--- src/rtl/conv_window_gen3x3_fp16.sv ---
// -----------------------------------------------------------------------------
// conv_window_gen3x3_fp16
//
// Streaming 3x3 sliding-window generator for the conv adder-tree datapath.
// Takes one fp16 pixel per handshake in row-major raster order. Two line
// buffers hold the previous two rows. One 3x3 window is emitted for every
// fully interior position (valid convolution, stride 1, no padding).
// Pixel bits pass through unchanged and are never interpreted as numbers.
//
// Parameters
//   IMG_W  image width in pixels  (>= 3)
//   IMG_H  image height in rows   (>= 3)
//   DW     pixel width in bits
//
// Ports
//   clk        clock, rising edge
//   rst        asynchronous active-high reset
//   in_valid   in_data holds a valid pixel
//   in_ready   block can accept a pixel this cycle
//   in_data    pixel, row-major order
//   out_valid  out_win holds a valid window
//   out_ready  downstream accepts the window
//   out_win    [8:0][DW-1:0], index 3*dy+dx, dy=0 oldest row, dx=0 leftmost,
//              [8] is the newest pixel
//   out_last   marks the last window of a frame
// -----------------------------------------------------------------------------
module conv_window_gen3x3_fp16 #(
    parameter int IMG_W = 16,
    parameter int IMG_H = 16,
    parameter int DW    = 16
) (
    input  logic                 clk,
    input  logic                 rst,
    input  logic                 in_valid,
    output logic                 in_ready,
    input  logic [DW-1:0]        in_data,
    output logic                 out_valid,
    input  logic                 out_ready,
    output logic [8:0][DW-1:0]   out_win,
    output logic                 out_last
);

    localparam int CW = (IMG_W > 1) ? $clog2(IMG_W) : 1;
    localparam int RW = (IMG_H > 1) ? $clog2(IMG_H) : 1;

    localparam logic [CW-1:0] COL_LAST = CW'(IMG_W - 1);
    localparam logic [RW-1:0] ROW_LAST = RW'(IMG_H - 1);
    localparam logic [CW-1:0] COL_TWO  = CW'(2);
    localparam logic [RW-1:0] ROW_TWO  = RW'(2);

    // Raster position of the next pixel to be accepted.
    logic [CW-1:0] col;
    logic [RW-1:0] row;

    // Line buffers: lb1 holds row-1, lb2 holds row-2, both indexed by column.
    // They are never reset; the row/col gating keeps stale data out of any
    // emitted window.
    logic [DW-1:0] lb1 [IMG_W];
    logic [DW-1:0] lb2 [IMG_W];

    // Working window (stage p0) and the registered output window (stage p1).
    logic [8:0][DW-1:0] win_p0;
    logic [8:0][DW-1:0] win_nxt;
    logic [8:0][DW-1:0] win_p1;
    logic               vld_p1;
    logic               last_p1;

    logic accept;
    logic col_end;
    logic frame_end;
    logic interior;

    // A new pixel may enter only when the output slot is empty or draining,
    // so a held window is never overwritten.
    assign in_ready  = !vld_p1 || out_ready;
    assign accept    = in_valid && in_ready;

    assign col_end   = (col == COL_LAST);
    assign frame_end = col_end && (row == ROW_LAST);
    // Columns 0/1 and rows 0/1 would pull in data from the previous row or
    // previous frame, so only positions with a full 3x3 neighbourhood count.
    assign interior  = (row >= ROW_TWO) && (col >= COL_TWO);

    // Window shifted left by one column with the new column entering at dx=2.
    always_comb begin
        win_nxt = win_p0;
        for (int dy = 0; dy < 3; dy++) begin
            win_nxt[3*dy + 0] = win_p0[3*dy + 1];
            win_nxt[3*dy + 1] = win_p0[3*dy + 2];
        end
        win_nxt[2] = lb2[col];
        win_nxt[5] = lb1[col];
        win_nxt[8] = in_data;
    end

    // ---- stage p0: raster counters and working window ----
    always_ff @(posedge clk or posedge rst) begin
        if (rst) begin
            col    <= '0;
            row    <= '0;
            win_p0 <= '0;
        end else if (accept) begin
            win_p0 <= win_nxt;
            if (col_end) begin
                col <= '0;
                row <= (row == ROW_LAST) ? '0 : row + RW'(1);
            end else begin
                col <= col + CW'(1);
            end
        end
    end

    // Line buffer update: the column moves up one row on every accept.
    always_ff @(posedge clk) begin
        if (accept) begin
            lb2[col] <= lb1[col];
            lb1[col] <= in_data;
        end
    end

    // ---- stage p1: output register ----
    always_ff @(posedge clk or posedge rst) begin
        if (rst) begin
            vld_p1  <= 1'b0;
            last_p1 <= 1'b0;
            win_p1  <= '0;
        end else if (accept) begin
            // An accept implies the previous window was consumed (or absent),
            // so it is safe to replace or clear the slot here.
            vld_p1  <= interior;
            last_p1 <= interior && frame_end;
            if (interior) begin
                win_p1 <= win_nxt;
            end
        end else if (out_ready) begin
            vld_p1  <= 1'b0;
            last_p1 <= 1'b0;
        end
    end

    assign out_valid = vld_p1;
    assign out_win   = win_p1;
    assign out_last  = last_p1;

endmodule

--- config.mk ---
export PLATFORM = sky130hd
export DESIGN_NAME = conv_window_gen3x3_fp16
export DESIGN_NICKNAME = d
export VERILOG_FILES = /design/src/rtl/conv_window_gen3x3_fp16.sv
export SDC_FILE = /design/constraint.sdc
export NUM_CORES = 1
export LEC_CHECK = 0
export ABC_AREA = 1
export BUFFER_PORTS_ARGS = -buffer_cell sky130_fd_sc_hd__buf_2
export CAP_MARGIN = 20
export CORE_MARGIN = 5
export CORE_UTILIZATION = 55
export DETAILED_ROUTE_END_ITERATION = 8
export MAX_ROUTING_LAYER = met4
export PLACE_DENSITY = 0.73
export SLEW_MARGIN = 20
export SYNTH_ARGS = -nofsm -noshare
export SYNTH_HDL_FRONTEND = slang
export SYNTH_SLANG_ARGS = --single-unit
--- constraint.sdc ---
create_clock -name clk -period 9.7 [get_ports clk]
set_input_delay 0.97 -clock clk [delete_from_list [all_inputs] [get_ports clk]]
set_output_delay 0.97 -clock clk [all_outputs]
set_load 0.01 [all_outputs]
**Yosys cells after proc, flatten, opt, wreduce, memory -nomap -nowiden**

Memories as Yosys holds them, arrays and structs flattened.
Index checks and enable logic that the tools add are counted.

- Flip-flop bits (word level): 250
- Latch bits: 0
- Memory bits (writable): 512
- Memory bits (read-only): 0
- Word-level logic and storage cells: 43
- Memories: 2

Memory list:

| memory | words | width | rd ports | clocked after memory_dff | write ports | RTL line | source |
|---|---|---|---|---|---|---|---|
| lb1 | 16 | 16 | 1 | 0 | 1 | 58 | `logic [DW-1:0] lb1 [IMG_W];` |
| lb2 | 16 | 16 | 1 | 0 | 1 | 59 | `logic [DW-1:0] lb2 [IMG_W];` |

- Add/subtract/negate cells: 2
- Multipliers: 0
- Div/mod/pow operators: 0
- Order comparisons: 2
- Equality and inequality tests: 2
- Shift operators: 0
- Muxes and demuxes: 7
- Bitwise operators: 0
- Reductions and logical operators: 9

Operators by type and width:

| operator | number |
|---|---|
| $add 4x1->4 const B | 2 |
| $eq 4x4->1 const B | 2 |
| $ge 4x2->1 const B | 2 |
| $mux 4 | 2 |
| $mux 1 | 5 |
| $logic_and 1x1->1 | 4 |
| $reduce_and 2->1 | 2 |
| $reduce_bool 2->1 | 1 |
| $logic_not 1->1 | 1 |
| $logic_or 1x1->1 | 1 |

**Depth between registers and ports, before layout**

- Word-level depth: 5
- Gate-level depth with buffers: 13

**Worst setup path before layout**

Ideal clock, no wire load.

- Path type: input port to flip-flop
- From: input out_ready
- To: memory lb1[11][0], enable pin
- Library setup time: 0.461 ns
- Arrival: 3.819 ns
- Path slack: 5.419 ns
- Cell stages on the path: 6
- Path buffers: 2
- Cell sequence: inv_2 nand2_2 nand2_2 buf_2 clkbuf_1 nor3_1

- Word-level cells in the longest chain between the ends: 4

RTL lines:

| item | RTL line | source |
|---|---|---|
| start, declared | 38 | `input logic out_ready,` |
| $logic_or 1x1->1 | 75 | `assign in_ready = !vld_p1 \|\| out_ready;` |
| named net in_ready | 35 | `output logic in_ready,` |
| $logic_and 1x1->1 | 76 | `assign accept = in_valid && in_ready;` |
| $mux 1 | 115 | `if (accept) begin` |
| $mux 1 (implied by the code) | 117 | `lb1[col] <= in_data;` |
| end, declared | 58 |  |

The timed path passes the listed nets, and every way through them passes these cells.

**Worst setup path in the final report**

- From: register col[0]
- To: register win_p1, in the netlist out_win[122]

- Word-level cells in the longest chain between the ends: 3

RTL lines:

| item | RTL line | source |
|---|---|---|
| start, declared | 52 | `logic [CW-1:0] col;` |
| start signal, assigned | 108 | `col <= col + CW'(1);` |
| $ge 4x2->1 | 82 | `assign interior = (row >= ROW_TWO) && (col >= COL_TWO);` |
| $logic_and 1x1->1 | 82 |  |
| $reduce_and 2->1 (no source line) | n/a |  |
| end signal, assigned | 133 | `win_p1 <= win_nxt;` |
| end, declared | 64 | `logic [8:0][DW-1:0] win_p1;` |

Every way passes these cells.
A chain may end at the register's enable or synchronous reset.

==> metrics.txt <==
run status finished clean; remaining routing DRC violations 0; ratio of final minimum period to clock period 39.7%; f_max 0.259 GHz; number of different library cells in the post-synthesis netlist 26; TritonCTS Buffers 75; number of register bits inferred by synthesis 762; number of global-route vias before repair 20600; category of the worst setup path launch point flip-flop; start of the worst register-to-register path col[0]$_DFFE_PP0P_; Seq/Total Area, Yosys 68.0%; start point of the critical path col[0]$_DFFE_PP0P_; first-pass GRT wire length 120 mm; Final Max Tran Viols 0; total of warnings raised by yosys 0; start-to-end type of the worst setup path flip-flop to flip-flop; leakage power of the design 17.0 nW; Final Hold Fails 0; number of cells on the worst hold path 2; cell area after synthesis 31800 sq um; clock latency reported for the late side of the worst-skew pair 610 ps; CTS Buffer Depth 3; layout filler cell count 4587; Largest stage delay, worst path 940 ps; Critical Path RT 10210 ps; DIE AREA 62800 sq um; setup TNS 0 ps; slew at the pin closest to its max-slew limit 1020 ps; CTS root buf sky130_fd_sc_hd__clkbuf_16; total number of placement rows 88; detailed router's first-iteration violation count 2110; Syn-to-layout area delta 11.7%; total gr overflow 0; Critical Path Fanout Max 109; path category of the worst min-delay check flip-flop to flip-flop; maximum vdd ir drop 0.242 mV; buffers inserted during post-CTS setup optimization 0; Antenna Cells 0; HP Start win_nxt[99]$_DFFE_PP0P_; CTS H-tree lvls 3; starting density of the core 55.4%; final worst setup slack 5850 ps; signal arrival time at the worst endpoint 4360 ps; depth of the worst register-to-register path 9; die width 251 microns; Die Span Y 251 microns; Placeable Area 57500 sq um; initial antenna violation count 0; most frequent cells in the layout sky130_fd_sc_hd__nand2_1, sky130_fd_sc_hd__inv_1, sky130_fd_sc_hd__edfxtp_1, sky130_fd_sc_hd__dfrtp_1, sky130_fd_sc_hd__nand3_1; ports placed on the boundary 167; post-placement cell area 33200 sq um; Post-Syn Instances 3230; IO buf count 166; first-pass detailed-route iteration total 5; slowest stage cell on the critical path sky130_fd_sc_hd__buf_4; maximum number of pins on one net before global-route repair 156; Syn Nets 3256; final net count 3382; Max Clock Skew 30.7 ps; number of sinks handled by clock tree synthesis 762; number of antenna-violating nets in the routed design 0; sequence of cells on the critical path inv_6 -> ha_1 -> nor2_1 -> nand2_1 -> nand3_4 -> buf_4 -> buf_4 -> nand2_1 -> o21ai_0; power density cells 325 nW/um^2; Max-cap violations 0; hold buffer count at CTS 0; Tmin final 3850 ps; clock tree from TritonCTS done; weighted congestion at the end of routability-driven global placement 0.830; clock slew at reported path FFs 60 ps; wire per inst 18.5 microns; most common cell after layout, fill and taps aside sky130_fd_sc_hd__nand2_1; total number of vias 21700; power after layout 0.0116 W; final non-filler cell area 35500 sq um; total of endpoints with negative setup slack in the final report 0; HPWL reported at the end of detailed placement 43.6 mm; Global Route Usage Sum 25.0%; average size of a mapped cell 9.85 sq um; Resized Gates After CTS 0; worst-case setup slack after placement 5350 ps; hold_ws 464 ps; total detailed-routing wirelength 77.3 mm; vias per inst 5.20; max-slew headroom at the worst pin 31.7%; share of cells above drive strength 1 9.90%; setup repair after global routing missed its margin no; kind of capture point of the worst setup path flip-flop
-- synthesized netlist by cell type --
library cell,count,area share [%]
sky130_fd_sc_hd__nor3_1,5,0.079
sky130_fd_sc_hd__o21ai_1,55,0.87
sky130_fd_sc_hd__inv_1,520,6.1
sky130_fd_sc_hd__clkbuf_1,44,0.52
sky130_fd_sc_hd__nand2_2,2,0.039
sky130_fd_sc_hd__nand3_1,230,3.6
sky130_fd_sc_hd__inv_2,5,0.059
sky130_fd_sc_hd__nand4_1,17,0.33
sky130_fd_sc_hd__buf_2,67,1.1
sky130_fd_sc_hd__o21ai_0,141,2.2
sky130_fd_sc_hd__dfrtp_1,250,20
sky130_fd_sc_hd__nand3_2,1,0.031
sky130_fd_sc_hd__buf_1,5,0.059
sky130_fd_sc_hd__a21oi_1,1,0.016
sky130_fd_sc_hd__buf_6,4,0.14
sky130_fd_sc_hd__o31ai_1,1,0.024
sky130_fd_sc_hd__inv_4,1,0.020
sky130_fd_sc_hd__nand2_1,1306,15
sky130_fd_sc_hd__buf_4,31,0.73
sky130_fd_sc_hd__nor3b_2,1,0.039
sky130_fd_sc_hd__xor2_1,2,0.055
sky130_fd_sc_hd__nor2_2,1,0.020
sky130_fd_sc_hd__nor2_4,2,0.071
sky130_fd_sc_hd__edfxtp_1,512,48
sky130_fd_sc_hd__nor2_1,20,0.24
sky130_fd_sc_hd__ha_1,6,0.24
-- metal layers --
| metal | vias up | wire [microns] | track usage (%) |
|---|---|---|---|
| met1 | 10300 | 32900 | 35.1 |
| met3 | 122 | 6830 | 4.62 |
| met2 | 885 | 35800 | 38.4 |
| met5 | - | 0 | - |
| met4 | 0 | 1760 | 6.74 |
| li1 | 10400 | - | - |
-- critical path, delay by kind of cell (launching register included) --
family	cells	cell delay, ps
adder cells (fa/ha/maj)	1	300
AND/OR/NAND/NOR	4	470
flip-flops	1	790
AO/OA/AOI/OAI	1	120
buffers and inverters	3	1980
-- kinds of logic (layout without fill, tap and decap cells) --
group                      after synthesis  count (layout)  share of synthesized area (%)
and+or+nand+nor                       1585            1585                           19.9
DFF                                    762             762                           68.0
buffers and inverters                  677             860                           8.72
AOI/OAI and AO/OA                      198             198                           3.12
adders and majority gates                6               6                          0.236
xor gates and xnor gates                 2               2                         0.0551
-- power breakdown --
| part | total [W] | switching, W | internal [W] |
|---|---|---|---|
| sequential | 0.00490 | 0.000349 | 0.00455 |
| combinational | 0.00392 | 0.00292 | 0.00100 |
| clock | 0.00275 | 0.00120 | 0.00155 |
| total | 0.0116 | 0.00447 | 0.00710 |
-- through the flow --
stage | util, % | std cells
floorplan | - | 3230
detailed placement | 57.8 | 4044
global route | 61.8 | 4178
CTS | 61.8 | 4178
finish | 61.8 | 4178
global placement | 57.8 | 4044
-- state kept, by name, summed over array words and instances (netlist names) --
name and flops:
out_valid 1, out_win 144, lb1 256, win_nxt 96
lb2 256, col 4, row 4, out_last 1
-- final timing paths --
path	to	slack, ps
setup / recovery	out_win[122]$_DFFE_PP0P_	5850
hold / removal	out_win[99]$_DFFE_PP0P_	460
setup reg to reg	out_win[122]$_DFFE_PP0P_	5850
hold reg to reg	out_win[99]$_DFFE_PP0P_	460
max in group asynchronous	out_win[39]$_DFFE_PP0P_	6970
min in group asynchronous	out_win[100]$_DFFE_PP0P_	490
-- cell type report --
cell class / instances / area, sq um / share of cell area [%]
Clock buffer: 101 / 2100 / 5.91
Clock inverter: 33 / 195 / 0.549
Inverter: 526 / 1990 / 5.60
Multi-Input combinational cell: 1791 / 7550 / 21.2
Sequential cell: 762 / 21600 / 60.9
Tap cell: 765 / 957 / 2.69
Timing Repair Buffer: 200 / 1110 / 3.13
Note: power is estimated with default switching activity, not from simulation.
